==> src/rtl/seq_disp_pkg.sv <==
// Shared definitions for the BCD display block.
//   state_e       : conversion FSM states (IDLE / SHIFT / DONE)
//   SEG_BLANK     : all segments off, gfedcba order, before polarity
//   SEG_TABLE     : gfedcba codes for digits 0..9, 1 = segment lit
//   dabble_adjust : add 3 to every BCD nibble that is >= 5 (double-dabble step)
package seq_disp_pkg;

  typedef enum logic [1:0] {
    IDLE  = 2'd0,
    SHIFT = 2'd1,
    DONE  = 2'd2
  } state_e;

  localparam logic [6:0] SEG_BLANK = 7'h00;

  localparam logic [6:0] SEG_TABLE [0:9] = '{
    7'h3F, 7'h06, 7'h5B, 7'h4F, 7'h66,
    7'h6D, 7'h7D, 7'h07, 7'h7F, 7'h6F
  };

  // Nibbles never exceed 9 going in, so the 4-bit add of 3 cannot overflow.
  function automatic logic [11:0] dabble_adjust(input logic [11:0] bcd);
    logic [11:0] res;
    for (int i = 0; i < 3; i++) begin
      res[i*4 +: 4] = (bcd[i*4 +: 4] >= 4'd5) ? bcd[i*4 +: 4] + 4'd3 : bcd[i*4 +: 4];
    end
    return res;
  endfunction

endpackage

==> src/rtl/bcd_seg_decoder.sv <==
// Combinational BCD nibble to 7-segment decoder.
//   nibble_i : BCD digit; values above 9 decode to blank
//   blank_i  : force the digit dark
//   seg_o    : {g,f,e,d,c,b,a}; inverted when SEG_ACTIVE_LOW = 1
module bcd_seg_decoder
  import seq_disp_pkg::*;
#(
  parameter bit SEG_ACTIVE_LOW = 1'b0
) (
  input  logic [3:0] nibble_i,
  input  logic       blank_i,
  output logic [6:0] seg_o
);

  logic [6:0] lit;

  always_comb begin
    lit = SEG_BLANK;
    if (!blank_i && (nibble_i <= 4'd9)) lit = SEG_TABLE[nibble_i];
    // Polarity goes last so a blank digit is dark on either panel type.
    seg_o = SEG_ACTIVE_LOW ? ~lit : lit;
  end

endmodule

==> src/rtl/seq_bcd_display.sv <==
// Accepts an 8-bit value over valid/ready, converts it to three BCD digits with a
// sequential double-dabble engine (one shift per clock), and scans the last result
// onto a time-multiplexed 3-digit 7-segment display.
//   clk, reset : clock; synchronous active-high reset
//   in_valid   : in_data holds a sample
//   in_ready   : high only while IDLE
//   in_data    : unsigned value 0..255
//   bcd_out    : {hundreds,tens,ones} of the last completed conversion
//   bcd_valid  : one-cycle pulse when bcd_out updates
//   seg        : {g,f,e,d,c,b,a} of the currently selected digit
//   digit_en   : one-hot digit select, bit0 = ones, bit2 = hundreds
module seq_bcd_display
  import seq_disp_pkg::*;
#(
  parameter int unsigned REFRESH_DIV    = 1024,
  parameter bit          SEG_ACTIVE_LOW = 1'b0,
  parameter bit          BLANK_LEADING  = 1'b1
) (
  input  logic        clk,
  input  logic        reset,
  input  logic        in_valid,
  output logic        in_ready,
  input  logic [7:0]  in_data,
  output logic [11:0] bcd_out,
  output logic        bcd_valid,
  output logic [6:0]  seg,
  output logic [2:0]  digit_en
);

  localparam int unsigned       CW           = $clog2(REFRESH_DIV);
  localparam logic [CW-1:0]     REFRESH_LAST = CW'(REFRESH_DIV - 1);

  state_e      state_q, state_d;
  logic [19:0] scratch_q, scratch_d;   // {hundreds, tens, ones, binary}
  logic [19:0] adjusted;
  logic [2:0]  shift_cnt_q, shift_cnt_d;
  logic [11:0] bcd_q, bcd_d;
  logic        bcd_valid_q;
  logic [CW-1:0] refresh_q;
  logic [1:0]  dig_idx_q;
  logic [3:0]  sel_nibble;
  logic        sel_blank;

  // Conversion FSM and datapath registers.
  // NOTE: clocked state uses non-blocking (<=) so every register samples the
  // pre-edge values; reset is synchronous, so it only appears inside the edge.
  always_ff @(posedge clk) begin
    if (reset) begin
      state_q     <= IDLE;
      scratch_q   <= '0;
      shift_cnt_q <= '0;
      bcd_q       <= '0;
      bcd_valid_q <= 1'b0;
    end else begin
      state_q     <= state_d;
      scratch_q   <= scratch_d;
      shift_cnt_q <= shift_cnt_d;
      bcd_q       <= bcd_d;
      bcd_valid_q <= (state_q == DONE);
    end
  end

  // NOTE: every signal written here gets a default first, so no path leaves
  // one unassigned and no latch is inferred.
  always_comb begin
    state_d     = state_q;
    scratch_d   = scratch_q;
    shift_cnt_d = shift_cnt_q;
    bcd_d       = bcd_q;
    adjusted    = {dabble_adjust(scratch_q[19:8]), scratch_q[7:0]};
    unique case (state_q)
      IDLE: begin
        // in_ready is high in IDLE, so in_valid alone completes the handshake.
        if (in_valid) begin
          scratch_d   = {12'b0, in_data};
          shift_cnt_d = '0;
          state_d     = SHIFT;
        end
      end
      SHIFT: begin
        scratch_d   = {adjusted[18:0], 1'b0};
        shift_cnt_d = shift_cnt_q + 3'd1;
        if (shift_cnt_q == 3'd7) state_d = DONE;
      end
      DONE: begin
        bcd_d   = scratch_q[19:8];
        state_d = IDLE;
      end
      default: state_d = IDLE;
    endcase
  end

  // Display scan: free-running, never restarted by a new conversion.
  always_ff @(posedge clk) begin
    if (reset) begin
      refresh_q <= '0;
      dig_idx_q <= '0;
    end else if (refresh_q == REFRESH_LAST) begin
      refresh_q <= '0;
      dig_idx_q <= (dig_idx_q == 2'd2) ? 2'd0 : dig_idx_q + 2'd1;
    end else begin
      refresh_q <= refresh_q + 1'b1;
    end
  end

  // Tens is only a leading zero when hundreds is also zero.
  always_comb begin
    sel_nibble = bcd_q[3:0];
    sel_blank  = 1'b0;
    unique case (dig_idx_q)
      2'd1: begin
        sel_nibble = bcd_q[7:4];
        sel_blank  = BLANK_LEADING && (bcd_q[11:4] == 8'd0);
      end
      2'd2: begin
        sel_nibble = bcd_q[11:8];
        sel_blank  = BLANK_LEADING && (bcd_q[11:8] == 4'd0);
      end
      default: ;
    endcase
  end

  bcd_seg_decoder #(
    .SEG_ACTIVE_LOW (SEG_ACTIVE_LOW)
  ) u_dec (
    .nibble_i (sel_nibble),
    .blank_i  (sel_blank),
    .seg_o    (seg)
  );

  assign in_ready  = (state_q == IDLE);
  assign bcd_out   = bcd_q;
  assign bcd_valid = bcd_valid_q;
  assign digit_en  = 3'b001 << dig_idx_q;

endmodule

==> config.mk <==
export PLATFORM = sky130hd
export DESIGN_NAME = seq_bcd_display
export DESIGN_NICKNAME = d
export VERILOG_FILES = /design/src/rtl/seq_disp_pkg.sv /design/src/rtl/bcd_seg_decoder.sv /design/src/rtl/seq_bcd_display.sv
export SDC_FILE = /design/constraint.sdc
export NUM_CORES = 1
export LEC_CHECK = 0
export ABC_AREA = 1
export CAP_MARGIN = 20
export CORE_UTILIZATION = 30
export CTS_CLUSTER_DIAMETER = 50
export DETAILED_ROUTE_END_ITERATION = 6
export PLACE_DENSITY = 0.61
export SYNTH_ARGS = -nofsm -noshare
export SYNTH_HDL_FRONTEND = slang
export SYNTH_SLANG_ARGS = --single-unit
==> constraint.sdc <==
create_clock -name clk -period 4 [get_ports clk]
set_input_delay 0.8 -clock clk [delete_from_list [all_inputs] [get_ports clk]]
set_output_delay 0.8 -clock clk [all_outputs]
set_load 0.01 [all_outputs]
### Word level (Yosys, flattened, before mapping)

Memories as Yosys holds them, arrays and structs flattened.
Cells that the tools add are included.

* shift-type cells: 1
* add/subtract/negate cells: 6
* bitwise logic cells: 1
* reduce and logical (&&, ||, !) cells: 9
* magnitude comparators: 5
* equality and inequality tests: 8
* mux-type cells: 16

Operators by type and width (count)
* $pmux W20 S2: 1
* $mux W7: 3
* $mux W20: 1
* $ge A4 B3 Y1 const B: 3
* $add A10 B1 Y10 const B: 1
* $eq A10 B10 Y1 const B: 1
* $add A4 B2 Y4 const B: 2
* $logic_not A8 Y1: 1
* $mux W4: 2
* $pmux W4 S2: 1
* $mux W2: 3
* $mux W3: 2
* $pmux W3 S2: 1
* $ge A5 B5 Y1 const B: 1
* $not A4 Y5: 1
* $eq A2 B1 Y1 const B: 2
* $eq A2 B2 Y1 const B: 2
* $le A4 B4 Y1 const B: 1
* $logic_not A4 Y1: 1
* $ne A2 B2 Y1 const B: 2
* $pmux W2 S2: 1
* $reduce_and A2 Y1: 2
* $add A3 B1 Y3 const B: 1
* $add A3 B2 Y3 const B: 1
* 9 further kinds: 9

* output and inout bits: 24
* input bits: 11
* memories: 1
* logic and storage cells: 54
* bits in registers: 50
* ROM bits: 112

Memories
* (name not given): depth 16, width 7, rd ports 1, clocked after memory_dff 0, wr ports 0, line bcd_seg_decoder.sv:19 `if (!blank_i && (nibble_i <= 4'd9)) lit = SEG_TABLE[nibble_i];`

### Depth between registers and ports, before layout

Gate-level depths: netlist of run 1.

* word-level depth: 7
* mapped depth: 12
* depth with buffers taken out: 12

### Hierarchy

A second synthesis of run 1 with hierarchy kept.

* cells, all modules: 367
* area total of the unflattened synthesis: 2630.0 sq um

By module, submodules not included
* seq_bcd_display: instances 1, seq. area each 1001.0 sq um, area an instance 2427.3 sq um, cells an instance 328
* bcd_seg_decoder: instances 1, seq. area each 0.0 sq um, area an instance 202.7 sq um, cells an instance 39

### Worst setup path after synthesis of run 1

Ideal clock, no wire load.

* path type: register to output
* start: reg dig_idx_q[0]
* end: out seg[1]
* stages on the path, launching flop included: 10
* buffers on the path: 1
* data required time: 3.200 ns
* slack: 1.526 ns
* arrival: 1.674 ns
* cell sequence: dfxtp_1 inv_1 ha_1 buf_2 or2_1 nand2_2 inv_2 ha_1 nor2_1 nor2_1

* word-level cells in the longest chain between the ends: 7
* elaborated cells between the ends (all ways): 12
* those cells by class: order compare (1); eq/ne (2); mux (5); bitwise (1); reduce/logical (2); memory (1)

Ends and longest elaborated chain
* start: declaration: line seq_bcd_display.sv:40 `logic [1:0] dig_idx_q;`
* start signal: assignment: line seq_bcd_display.sv:100 `dig_idx_q <= (dig_idx_q == 2'd2) ? 2'd0 : dig_idx_q + 2'd1;`
* $eq A2 B2 Y1 / $eq A2 B1 Y1 (equally long branches): line seq_bcd_display.sv:110 `unique case (dig_idx_q)`
* $pmux W4 S2: line seq_bcd_display.sv:110
* $not A4 Y5 (not written as such): line bcd_seg_decoder.sv:19
* $mem_v2 Z16 W7
* $mux W7 (not written as such) (2 in series): line bcd_seg_decoder.sv:19
* $mux W7 *: line bcd_seg_decoder.sv:19
* end: declaration: line seq_bcd_display.sv:26 `output logic [6:0] seg,`

Mark *: on every way between the ends. The rest lies on a longest branch, timed or not. The select of a mux whose other input is x is not followed.

### Worst setup path after layout of run 1

Ends and elaborated chain as after synthesis.

==> results list, run 1 <==
* Outcome: completed
- Endpoints failing hold: 0
* Starting Density: 0.310
- In this run the worst path has a maximum fanout of 9.
* Syn_nets: ~380
* Clock buffers created by TritonCTS: 5
* Static leakage power: around 1.2 nW
- Vias per cell: 4.64
- Count of non-filler cells in the finished layout: about 490
- After clock tree synthesis, the clock-pin slew on the worst setup and hold paths is about 0.1 ns.
* Post-synthesis sequential element count: 50
- Floorplan die area: 0.00887 sq mm
- Peak supply drop: 0.000144 V
- Static timing analysis puts the maximum clock frequency at a little under 300 MHz.
* IO Count: 35
- In the global route stage, overall resource usage came out at 0.129.
* Floorplan row count: 33
- Vias in the first global route: 2065
- Post-synthesis sequential area ratio: 0.393
- Number of DRC violations after detailed-routing iteration 0: 109
- In the final layout, the share of cells above drive strength 1 is 0.0787.
* Endpoint class of the critical path: primary output
* Routed wire length: ~5100 um
- Setup violations remaining at the end of the flow were counted as 0.
* Reg2reg setup slack: 2.51 ns
* First drt pass iteration count: 4
- From bottom edge to top edge, the die measures between 90 and 100 um.
- TritonCTS clock tree: done
- The clock net in this run drives a total of 50 sinks.
- The clock tree synthesis step divided the H-tree into 2 levels.
- Worst min-delay path class: flop to flop
- The worst setup path is launched from a flop.
- Entering global routing, the biggest net connects 24 pins.
- In the final routed layout, each cell accounts on average for approximately 11 um.
- The number of antenna violations at the first check in global routing is 0.
- Final TNS setup: 0 ns
- Of the available clock period, the critical path in the final layout requires 0.845.
* Placer's final routability congestion estimate: approximately 0.80
- Total number of nets in the final design: 407
* Number of buffers inserted to repair setup after CTS: 0
* CTS root buffer: clkbuf_8
* Headroom to the max-slew limit: 0.574
- Compared with the post-synthesis result, the final layout area differs by 20.8%.
- Unrepaired setup endpoints after global routing: no
* Die X: around 94 um
- STA puts the critical path data required time at ~3.2 ns.
* Minimum period implied by the final worst setup slack: ~3.4 ns
- Post-synthesis cell count: 348
- After detailed routing, the number of remaining DRC violations is 0.
- Syn avg cell area: 7.32 sq um
- During placement, the flow inserted port buffers numbering 34.
- Power per cell area: slightly above 300 mW/mm^2
* Arrival time of the worst setup path: ~2.6 ns
- Slew of the pin with the lowest slew margin: 0.638 ns
- The repair_antennas step left the layout with diodes totalling 0.
- The number of different library cells used by synthesis comes to 32.
- Buffers from clock root to sink, at most: 2
- For this run, the number of Yosys warnings is 0.
- Max-cap violations in this run came to 0.
* Antenna-violating nets left: 0
* First-pass GRT wire length: between 9000 and 10000 um
- For this block, the via count after detailed routing is between 2000 and 2500.
- Worst skew pair latency: around 0.30 ns
- Hold repair after CTS inserted 0 buffers.
* Final worst clock skew: roughly 0.0091 ns
- Summed over all layers, the global routing overflow is 0.
- Post-Synthesis Cell Area: 0.00255 sq mm
* Placed insts: ~480
- Kind of critical path: flop to primary output
* Post-CTS sizing: 0
* DP HPWL: ~3700 um
- Core outline area: roughly 0.0082 sq mm
- The max-slew violation count was 0.
==> layout by cell type, fill, tap and decap left out, types with 6 or more instances in the layout <==
cell type	netlist	final
a21oi_1	38	38
a31oi_1	6	6
clkdlybuf4s50_1	0	34
dfxtp_1	50	50
ha_1	16	16
inv_1	33	33
nand2_1	80	80
nand2_2	6	6
nand3_1	18	18
nor2_1	25	25
nor3_1	6	6
o21ai_0	28	28
==> cells by family (layout without fill, tap and decap cells) <==
| kind of cell | count (synthesis) | count (layout) | share of synthesized area |
|---|---|---|---|
| AND/OR/NAND/NOR | 149 | 149 | 0.258 |
| flip-flops | 50 | 50 | 0.393 |
| AO/OA/AOI/OAI | 79 | 79 | 0.169 |
| XOR/XNOR | 4 | 4 | 0.0137 |
| buffers and inverters | 50 | 83 | 0.0879 |
| adder cells (fa/ha/maj) | 16 | 16 | 0.0785 |
==> cell usage after synthesis (all sizes together) <==
library cell | count | area [sq um]
nand3b | 1 | 7.51
buf | 8 | 62.6
nor3 | 6 | 30.0
o211ai | 3 | 22.5
or2 | 3 | 21.3
o21ai | 30 | 165
clkinv | 1 | 5.00
nand4 | 5 | 31.3
inv | 38 | 145
ha | 16 | 200
a22oi | 1 | 7.51
dfxtp | 50 | 1000
xor2 | 4 | 35.0
a21oi | 38 | 190
a31oi | 6 | 37.5
nor2 | 28 | 118
nand2 | 88 | 360
a211oi | 1 | 7.51
nand3 | 18 | 90.1
clkbuf | 3 | 11.3
==> stage by stage <==
stage	total power (W)	hold WS [ns]	cell area, sq um	util	setup slack, ns
after floorplan	0.000567	0.418	2550	-	1.53
after global placement	0.000584	0.432	2950	0.360	1.04
after detailed placement	0.000585	0.443	2960	0.360	0.960
after CTS	0.000952	0.463	3080	0.375	0.608
after global routing	0.000984	0.499	3080	0.375	0.359
final	0.000939	0.455	3080	0.375	0.621
==> state kept, by name, summed over array words and instances (netlist names) <==
signal,flops
refresh_q,10
state_q,2
shift_cnt_q,3
scratch_q,20
dig_idx_q,2
bcd_valid,1
bcd_out,12
==> metal layers <==
layer | vias to the layer above | part of all wire | track usage
met2 | 52 | 0.42 | 0.194
met5 | - | 0 | 0
met3 | 4 | 0.039 | 0.0243
li1 | 1199 | - | -
met1 | 1000 | 0.53 | 0.182
met4 | 0 | 0.0092 | 0.0449
==> cell type report <==
cell class | count | area (sq um)
flip-flops and latches | 50 | 1000
inverters | 39 | 150
repair buffers | 36 | 355
multi-input cells | 248 | 1320
clock inverters | 3 | 47.5
well taps | 105 | 131
fillers | 880 | 5140
clock buffers | 5 | 68.8
==> critical path: stages, from the launching register on <==
cell and delay [ns]:
dfxtp_1 0.39, inv_1 0.08, ha_1 0.40, or2_1 0.26, nand2_2 0.12, inv_2 0.06
ha_1 0.27, nor2_1 0.05, nor2_1 0.11, clkdlybuf4s50_1 0.54
==> worst paths after layout <==
kind	start	end	depth (start not counted)
worst min-delay path	refresh_q[0]	refresh_q[0]	1
worst max-delay path	dig_idx_q[0]	seg[1]	9
worst max register to register	refresh_q[0]	refresh_q[5]	8
worst min register to register	refresh_q[0]	refresh_q[0]	1
==> report_power, final <==
group          switching, W  internal, W
Sequential       0.00000781     0.000509
Clock              0.000176     0.000191
Combinational     0.0000329    0.0000229
Total              0.000217     0.000723
Note: power is estimated with default switching activity, not from simulation.
==> inputs of run 2 (changes only) <==
PLACE_DENSITY = 0.63   (was 0.61)
clock period = 2.7 ns   (was 4 ns; I/O delays follow)
==> results list, run 2 (synthesis results as in run 1) <==
- In the detailed route, the total length drawn on met3 is 247 um.
- The largest single stage delay on the critical path is between 0.3 and 0.4 ns.
- Endpoints failing hold: 0
- The cell family contributing the most delay on the critical path is buffers and inverters.
- Counting I/O delays and the setup requirement, the final critical path takes ~2.6 ns.
* Arrival time of the worst setup path: ~2.1 ns
* Vias after detailed routing: roughly 2300
* Core outline area: 0.00822 sq mm
* IO Count: 35
- The first routing iteration left 150 violations.
* H-tree levels: 2
- Measured on the finished design, the core utilization comes to 0.381.
- The worst pin sits at a relative slew slack of 0.595.
- From left edge to right edge, the die measures approximately 94 um.
* Register with the highest flop count: scratch_q
- The detail route stage leaves a number of antenna-violating nets equal to 0.
* Total of endpoints with negative setup slack in the final report: 0
- Per-cell routed wire length: roughly 11 um
* Fraction of the cycle the final worst path needs: 0.958
* Share of layout cells above drive strength 1: 0.114
- Peak supply drop: about 0.00017 V
* Total global routing overflow: 0
- The internal portion of the total power is between 0.0009 and 0.001 W.
* Routed met1 length: roughly 2700 um
- Pins over their slew limit: 0
* Power per cell area: roughly 410 mW/mm^2
- Static timing analysis puts the maximum clock frequency at approximately 390 MHz.
- The number of antenna diodes in the final layout is 0.
- The number of buffers and inverters on the critical path is 4.
- Combinational Power Share: 0.065
- In this run the worst hold path is classified as flop to flop.
* Worst hold-check slack: around 0.45 ns
- Most frequent cells in the layout: 79 x nand2_1, 48 x dfxtp_1, 38 x a21oi_1
- The library cell used most frequently in the layout, excluding fill and tap cells, is nand2_1.
- At the end of routability-driven placement, the weighted congestion stood at 0.857.
- Total placed instance area: between 0.002 and 0.003 sq mm
- Vias per cell: approximately 4.7
- The worst setup path is of the flop to primary output kind.
- Hold-fix buffers, CTS: 0
- Traced cell by cell, the critical path runs through inv_2, ha_4, or2_1, nand2_2, inv_2, ha_1, inv_1, nand2_1, nand2_1, a21oi_1, dlygate4sd2_1.
- After detailed routing, the number of remaining DRC violations is 0.
- Outcome: completed
* Endpoint class of the critical path: primary output
- Starting Density: 0.310
- Initial antenna violation count: 0
- Final worst clock skew: approximately 0.008 ns
- Buffers from clock root to sink, at most: 2
* First-pass GRT wire length: a little over 9000 um
* Net switching power of the design: roughly 0.00030 W
* First drt pass iteration count: 4
- Buffers placed on the I/O ports in this run total 34.
- Clock-pin slew was measured on the worst setup and hold paths at roughly 0.09 ns.
* Net switching fraction of the power: 0.229
- The detailed router used layers up to and including met4.
- DP HPWL: around 3800 um
* Endpoint required time on the critical path: 2.16 ns
- Critical path startpoint category: flop
- Floorplan die area: a little under 0.009 sq mm
- Worst skew pair latency: 0.30 ns
* Vias in the first global route: between 2000 and 2500
- For the pin with the worst max-slew slack, the measured transition is ~0.61 ns.
- Non-Filler Cell Area, Final: ~0.0031 sq mm
- Routed wire length: approximately 5300 um
- Worst-path maximum fanout: 7
- The share of total power dissipated in the clock network is 0.342.
- The floorplan has 33 rows.
- The slowest stage of the critical path is the dfxtp_2 cell.
* Pin count of the biggest net entering global routing: 24
- The register with the most flip-flops in the layout has 20 of them.
* Sequential cell fraction of total power: 0.593
* Total track usage: 0.130
- The final layout contains 412 nets.
- Static leakage power: around 1.2 nW
- The number of clock buffers added by TritonCTS is 5.
- From synthesis to final layout, the design area changed by 23.0%.
* CTS root buffer: clkbuf_8
* WL met2: 2220 um
* Total of fill cells in the finished design: 889
- The tree built by TritonCTS fans out to 50 sinks.
- The die is 94.2 um tall.
* MaxCap Viol Count: 0
- TritonCTS clock tree: done
-- run 2: path summary, 6_finish.rpt --
kind	start	endpoint	slack (ns)	cells after the start
worst max-delay path	dig_idx_q[0]	seg[3]	0.11	11
worst min-delay path	refresh_q[0]	refresh_q[0]	0.45	1
worst max register to register	state_q[0]	bcd_out[0]	1.23	4
worst min register to register	refresh_q[0]	refresh_q[0]	0.45	1
-- run 2: routing by layer --
metal | up-vias | global-route usage
met2 | 46 | 0.200
li1 | 1212 | -
met3 | 6 | 0.0348
met1 | 1031 | 0.176
met5 | - | 0
met4 | 0 | 0.0397
-- run 2: area by class of cell --
type | instances | area [sq um] | area share
multi-input combinational | 248 | 1370 | 0.437
sequential | 50 | 1010 | 0.321
timing repair buffer | 41 | 384 | 0.123
inverter | 39 | 153 | 0.0487
tap | 105 | 131 | 0.0419
clock buffer | 7 | 86.3 | 0.0275
clock inverter | 1 | 5.00 | 0.00160
-- run 2: power groups by stage --
stage | combinational, W | sequential (W) | clock, W
final | 0.0000844 | 0.000765 | 0.000441
after global routing | 0.0000961 | 0.000768 | 0.000494
after global placement | 0.0000840 | 0.000782 | 0
after floorplan | 0.0000598 | 0.000781 | 0
after detailed placement | 0.0000854 | 0.000783 | 0
after CTS | 0.0000854 | 0.000766 | 0.000458
-- run 2: stage by stage --
stage / instances / setup TNS [ns] / setup WS, ns / power (W)
after floorplan: 348 / 0 / 0.486 / 0.000840
after global routing: 491 / -0.0201 / -0.0201 / 0.00136
after CTS: 489 / 0 / 0.0461 / 0.00131
after global placement: 480 / 0 / 0.0678 / 0.000866
final: 491 / 0 / 0.115 / 0.00129
after detailed placement: 481 / 0 / 0.0247 / 0.000868
-- run 2: worst register-to-register path, cell delays in order, from the launching register on --
cell and delay, ns:
dfxtp_1 0.41, nor2_1 0.47, buf_4 0.29, o21ai_0 0.09, a21oi_1 0.14
-- run 2: what timing repair did --
action | CTS | global route
resized for setup | 15 | 6
endpoints found under the setup margin | 7 | 7
buffers inserted | 0 | 2
pin swaps | 0 | 2
==> inputs of run 3 (changes only) <==
CORE_MARGIN = 10   (was not set)
CTS_CLUSTER_DIAMETER = 30   (was 50)
PLACE_DENSITY = 0.61   (was 0.63)
clock period = 2.6 ns   (was 2.7 ns; I/O delays follow)
==> results list, run 3 (synthesis results as in run 1) <==
- Combinational Power Share: 0.061
- After clock tree synthesis, the clock-pin slew on the worst setup and hold paths is about 0.09 ns.
- Floorplan die area: 0.0126 sq mm
- Outcome: completed
- Least setup slack across all paths after layout: 0.164 ns
- First-pass GRT wire length: between 9000 and 10000 um
- IO Count: 35
- Endpoints failing hold: 0
- Clock tree synthesis inserted a total of 5 buffers.
* Vias after detailed routing: 2234
- Slew of the pin with the lowest slew margin: a little under 0.6 ns
- Pin count of the biggest net entering global routing: 24
* Final antenna diode count: 0
* Final standard cell utilization of the core: 0.380
- For the worst-skew pair, the clock arrives at the later sink with an insertion delay of roughly 0.30 ns.
* Launch point of the critical path: dig_idx_q[1]
* Critical R2R Launch: state_q[0]
* Core outline area: roughly 0.0083 sq mm
- The net count of the finished layout is ~420.
- The critical path is of the flop to primary output type.
- Total of fill cells in the finished design: a little under 900
- Power per cell area: about 460 mW/mm^2
- Hold-fix buffers, CTS: 0
* Worst min-delay path class: flop to flop
- Arrival time of the worst setup path: 1.92 ns
- The initialized floorplan defines 33 standard-cell rows.
* Vias per cell: roughly 4.5
* Number of DRC violations after detailed-routing iteration 0: roughly 80
- Number of flip-flops under the largest register name: 20
- The first TritonRoute pass finished after 4 iterations.
* Most frequent cells in the layout: 79 x nand2_1, 48 x dfxtp_1, 38 x a21oi_1
- The worst pin sits at a relative slew slack of 0.602.
* CTS root buffer: clkbuf_8
- Clock skew on the completed layout was measured at between 0.007 and 0.008 ns.
- For this run, design rule violations remaining after detail routing come to 0.
- Area growth from synthesis to layout: 23.2%
* Initial antenna violation count: 0
* Beginning of the worst hold path: refresh_q[0]
* DP HPWL: approximately 4000 um
- Vias in the first global route: between 2000 and 2500
* Commonest non-fill, non-tap cell in the layout: nand2_1
- The max-slew violation count is 0.
- Net switching power of the design: around 0.00033 W
* H-tree levels: 2
- Per-cell routed wire length: 11.1 um
- Measured along the y axis, the die boundary spans ~110 um.
* Final TNS setup: 0 ns
- CTS saw 50 sinks.
- Along the worst path, the maximum fanout reaches 7.
- Antenna-violating nets left: 0
- Total internal power: approximately 0.0011 W
* Peak supply drop: ~0.00031 V
- Clock power share: 0.384
- In this run the tool buffered the top-level ports with 34 buffer cells.
* Max Freq: just over 400 MHz
- Share of layout cells above drive strength 1: 0.141
- TritonCTS built the clock tree.
* Minimum period implied by the final worst setup slack: 2.44 ns
* Unrepaired setup endpoints after global routing: no
* Area of combinational cells with multiple inputs: between 0.001 and 0.0015 sq mm
- Total track usage: 0.0856
- The initial utilization of the core area, before any placement, comes to 0.309.
- Sequential cell fraction of total power: 0.555
* Worst hold-check slack: around 0.46 ns
* Endpoint required time on the critical path: 2.08 ns
- The analysis attributes to cell leakage a power of 1.21 nW.
- STA classifies the critical path endpoint as a primary output.
- The total overflow left after global routing is 0.
- Critical path startpoint category: flop
- Total of endpoints with negative setup slack in the final report: 0
* Placed insts: 486
- Register with the highest flop count: scratch_q
- Buffers from clock root to sink, at most: 2
- At the end of routability-driven placement, the weighted congestion stood at a little over 0.8.
* Routed wire length: between 5000 and 6000 um
- In the final layout, flip-flops and latches occupy around 0.001 sq mm.
* MaxCap Viol Count: 0
- Dividing the final minimum period by the clock period gives 0.937.
- Setup slack after placement: -0.0175 ns
* Die X: approximately 110 um
* Net switching fraction of the power: 0.228
- Excluding fillers, the count of instances in the completed layout stands at between 400 and 500.
[run 3: cell count changes in the layout (fill, tap and decap cells not counted), moves of 2 or more]
cell           before  now
buf_4               7   10
clkbuf_2            0    6
clkinvlp_4          0    2
dlygate4sd2_1       7    0
[run 3: per-stage QoR]
stage	area (sq um)	total power, W
3_3_place_gp	3010	0.000899
3_5_place_dp	3020	0.000902
2_1_floorplan	2550	0.000873
5_1_grt	3140	0.00150
4_1_cts	3150	0.00145
6_report	3140	0.00143
[run 3: worst max-delay path, cell delays in order (launching register included)]
cell and delay [ns]:
dfxtp_2 0.33, buf_4 0.13, ha_1 0.22, buf_4 0.15
nand2_1 0.06, nand3_1 0.12, nand2_4 0.11, inv_2 0.05
nand2_1 0.07, nand2_2 0.09, a21oi_1 0.14, clkbuf_2 0.15
[run 3: path summary, 6_finish.rpt]
kind	to	slack, ns	cells after the start
max	seg[4]	0.16	11
min	refresh_q[0]	0.46	1
max reg2reg	bcd_out[4]	1.11	4
min reg2reg	refresh_q[0]	0.46	1
[run 3: area by class of cell]
class,instances,area share
multi-input cells,248,0.433
clock buffers,5,0.0219
repair buffers,44,0.121
well taps,105,0.0418
flip-flops and latches,50,0.320
clock inverters,3,0.0143
inverters,39,0.0478
[run 3: timing repair]
item                       4_1_cts  5_1_grt
pin swaps                        2        3
setup buffers                    0        0
setup endpoints to repair        7        7
gates resized for setup         16       17
[run 3: power groups by stage]
stage | Combinational [W] | Clock (W) | Sequential [W]
final | 0.0000868 | 0.000551 | 0.000795
after floorplan | 0.0000621 | 0 | 0.000811
after CTS | 0.0000889 | 0.000568 | 0.000795
after detailed placement | 0.0000886 | 0 | 0.000813
after global routing | 0.0000996 | 0.000602 | 0.000799
after global placement | 0.0000869 | 0 | 0.000812
[run 3: routing by layer]
metal / GRT usage / share of wire / vias up / routed length [um]
met5: 0 / 0 / - / 0
met4: 0.0347 / 0.012 / 0 / 68
met3: 0.0309 / 0.063 / 6 / 345
met2: 0.124 / 0.40 / 40 / 2190
met1: 0.112 / 0.53 / 970 / 2900
li1: - / - / 1218 / -
==> variant (flow settings as in run 3) <==
Set the parameter `BLANK_LEADING` to 1'b0 (it was 1'b1).
--- a/src/rtl/seq_bcd_display.sv
+++ b/src/rtl/seq_bcd_display.sv
@@ -16,3 +16,3 @@
   parameter bit          SEG_ACTIVE_LOW = 1'b0,
-  parameter bit          BLANK_LEADING  = 1'b1
+  parameter bit          BLANK_LEADING  = 1'b0
 ) (
Formal check against the unedited RTL: same outputs for any inputs over 10 cycles, from zero or initial values and one cycle with reset high; that may be too few to reach the edited logic, so the function may still have changed.
==> variant against run 3 <==
Synthesized area rose by 3.9%; synthesized cell count rose by 2.0%; design area is 8.8% higher; sequential cell count unchanged; wire length increased by 10%; total power increased by 0.65%; setup slack worse by 0.16 ns; die area up 3.2%; critical path type unchanged; highest routed layer unchanged.
==> variant: results (changes against run 3) <==
status - complete, no violations
pwr/cell area - 422 nW/um^2 (-7.5%)
synth unique cells - 38 (+19%)
placed cell count - 499 (+2.7%)
first-pass GRT wire length - 10,300 um (+9.8%)
synth cell count leaders - nand2_1 (84), dfxtp_1 (50), inv_1 (36)
largest net degree at the start of global routing - 27 (+13%)
fill cell total of the finished layout - 911 (+3.5%)
CP arrival - 2.07 ns (+0.15 ns)
RD Place Congestion - 0.775 (-6.4%)
crit path max fanout - 5 (-2)
Initial DRC Count - 120 (+48%)
Leak - 1.40 nW (+16%)
Crit path largest cell delay - 0.36 ns (+0.03 ns)
DRT Wirelength - 6060 um (+10%)
slew margin rel. - 0.678 (+0.0760)
worst hold path class - flip-flop to flip-flop
peak supply drop - 0.277 mV (-12%)
Post-DP Area - 3140 um^2 (+3.9%)
latest clock arrival within the worst-skew pair - 0.31 ns
Vias/cell - 4.61 (+1.9%)
top_reg_cell synth - dfxtp_1
Tot GR Track Use - 0.0927 (+0.00713)
Synth top area share - 0.378 (-0.0148)
wire per inst - 11.9 um (+6.4%)
Mapped Nets - 384 (+2.4%)
CP max-delay cell - dfxtp_2
cells after synthesis - 355 (+2.0%)
DP HPWL - 4370 um (+9.2%)
top post-synthesis cells by area - dfxtp_1 (38%), nand2_1 (12%), ha_1 (8.5%)
Largest Register - scratch_q
max reg flops - 20 (unchanged)
skew final - 0.0110 ns (+0.00384 ns)
fraction of layout cells with a size suffix above 1 - 0.223 (+0.0819)
[variant: cell count changes in the layout (fill, tap and decap cells not counted), moves of 4 or more]
cell	change
a21oi_1	-16
buf_4	+4
buf_6	+5
clkbuf_2	-6
nand2_1	-6
nand2_2	+6
nand2_4	+5
nand3_1	+4
nor2_1	+4
[variant: path summary, 6_finish.rpt]
kind	start	endpoint	slack [ns]	depth (start not counted)
worst max-delay path	dig_idx_q[1]	seg[6]	0.008	13
worst min register to register	refresh_q[0]	refresh_q[0]	0.46	1
worst min-delay path	refresh_q[0]	refresh_q[0]	0.46	1
worst max register to register	scratch_q[8]	scratch_q[12]	1.23	9
[variant: kinds of logic (layout without fill, tap and decap cells)]
kind of cell / Yosys count / count (layout) / share of synthesized area
compound gates: 68 / 68 / 0.144
simple gates: 164 / 164 / 0.291
flops: 50 / 50 / 0.378
xor+xnor: 4 / 4 / 0.0132
buf+inv: 51 / 99 / 0.0883
fa+ha+maj: 18 / 18 / 0.0850
[variant: power by group]
part	total (W)	leakage, nW	switching (W)	internal [W]
logic	0.0000921	0.931	0.0000548	0.0000373
registers	0.000796	0.407	0.0000128	0.000783
clock network	0.000554	0.0585	0.000265	0.000289
[variant: repair_timing]
item	4_1_cts	5_1_grt
endpoints found under the hold margin	0	0
buffers inserted	1	3
resized for setup	38	39
pin swaps	1	12
setup endpoints to repair	7	7
[variant: metrics by stage]
step / worst slack [ns] / hold WS, ns
finish: 0.00761 / 0.463
global placement: -0.109 / 0.433
floorplan: 0.166 / 0.417
global route: -0.0766 / 0.493
CTS: 0.0244 / 0.466
detailed placement: -0.192 / 0.449
[variant: final cells by class]
type	count	area share
Clock buffer	5	0.0201
Tap cell	108	0.0395
Timing Repair Buffer	50	0.132
Sequential cell	50	0.294
Clock inverter	3	0.0128
Inverter	41	0.0480
Multi-Input combinational cell	254	0.454
[variant: critical path, delay by kind of cell, from the launching register on]
| kind | cells | cell delay [ns] |
|---|---|---|
| AND/OR/NAND/NOR | 5 | 0.37 |
| buffers and inverters | 5 | 0.41 |
| AO/OA/AOI/OAI | 1 | 0.20 |
| flip-flops | 1 | 0.36 |
| adder cells (fa/ha/maj) | 2 | 0.42 |
[variant: per-layer routing]
layer,up-vias,share of wire,track usage
li1,1251,-,-
met1,1044,0.48,0.120
met2,50,0.45,0.147
met3,9,0.063,0.0278
met4,0,0.011,0.0226
met5,-,0,0
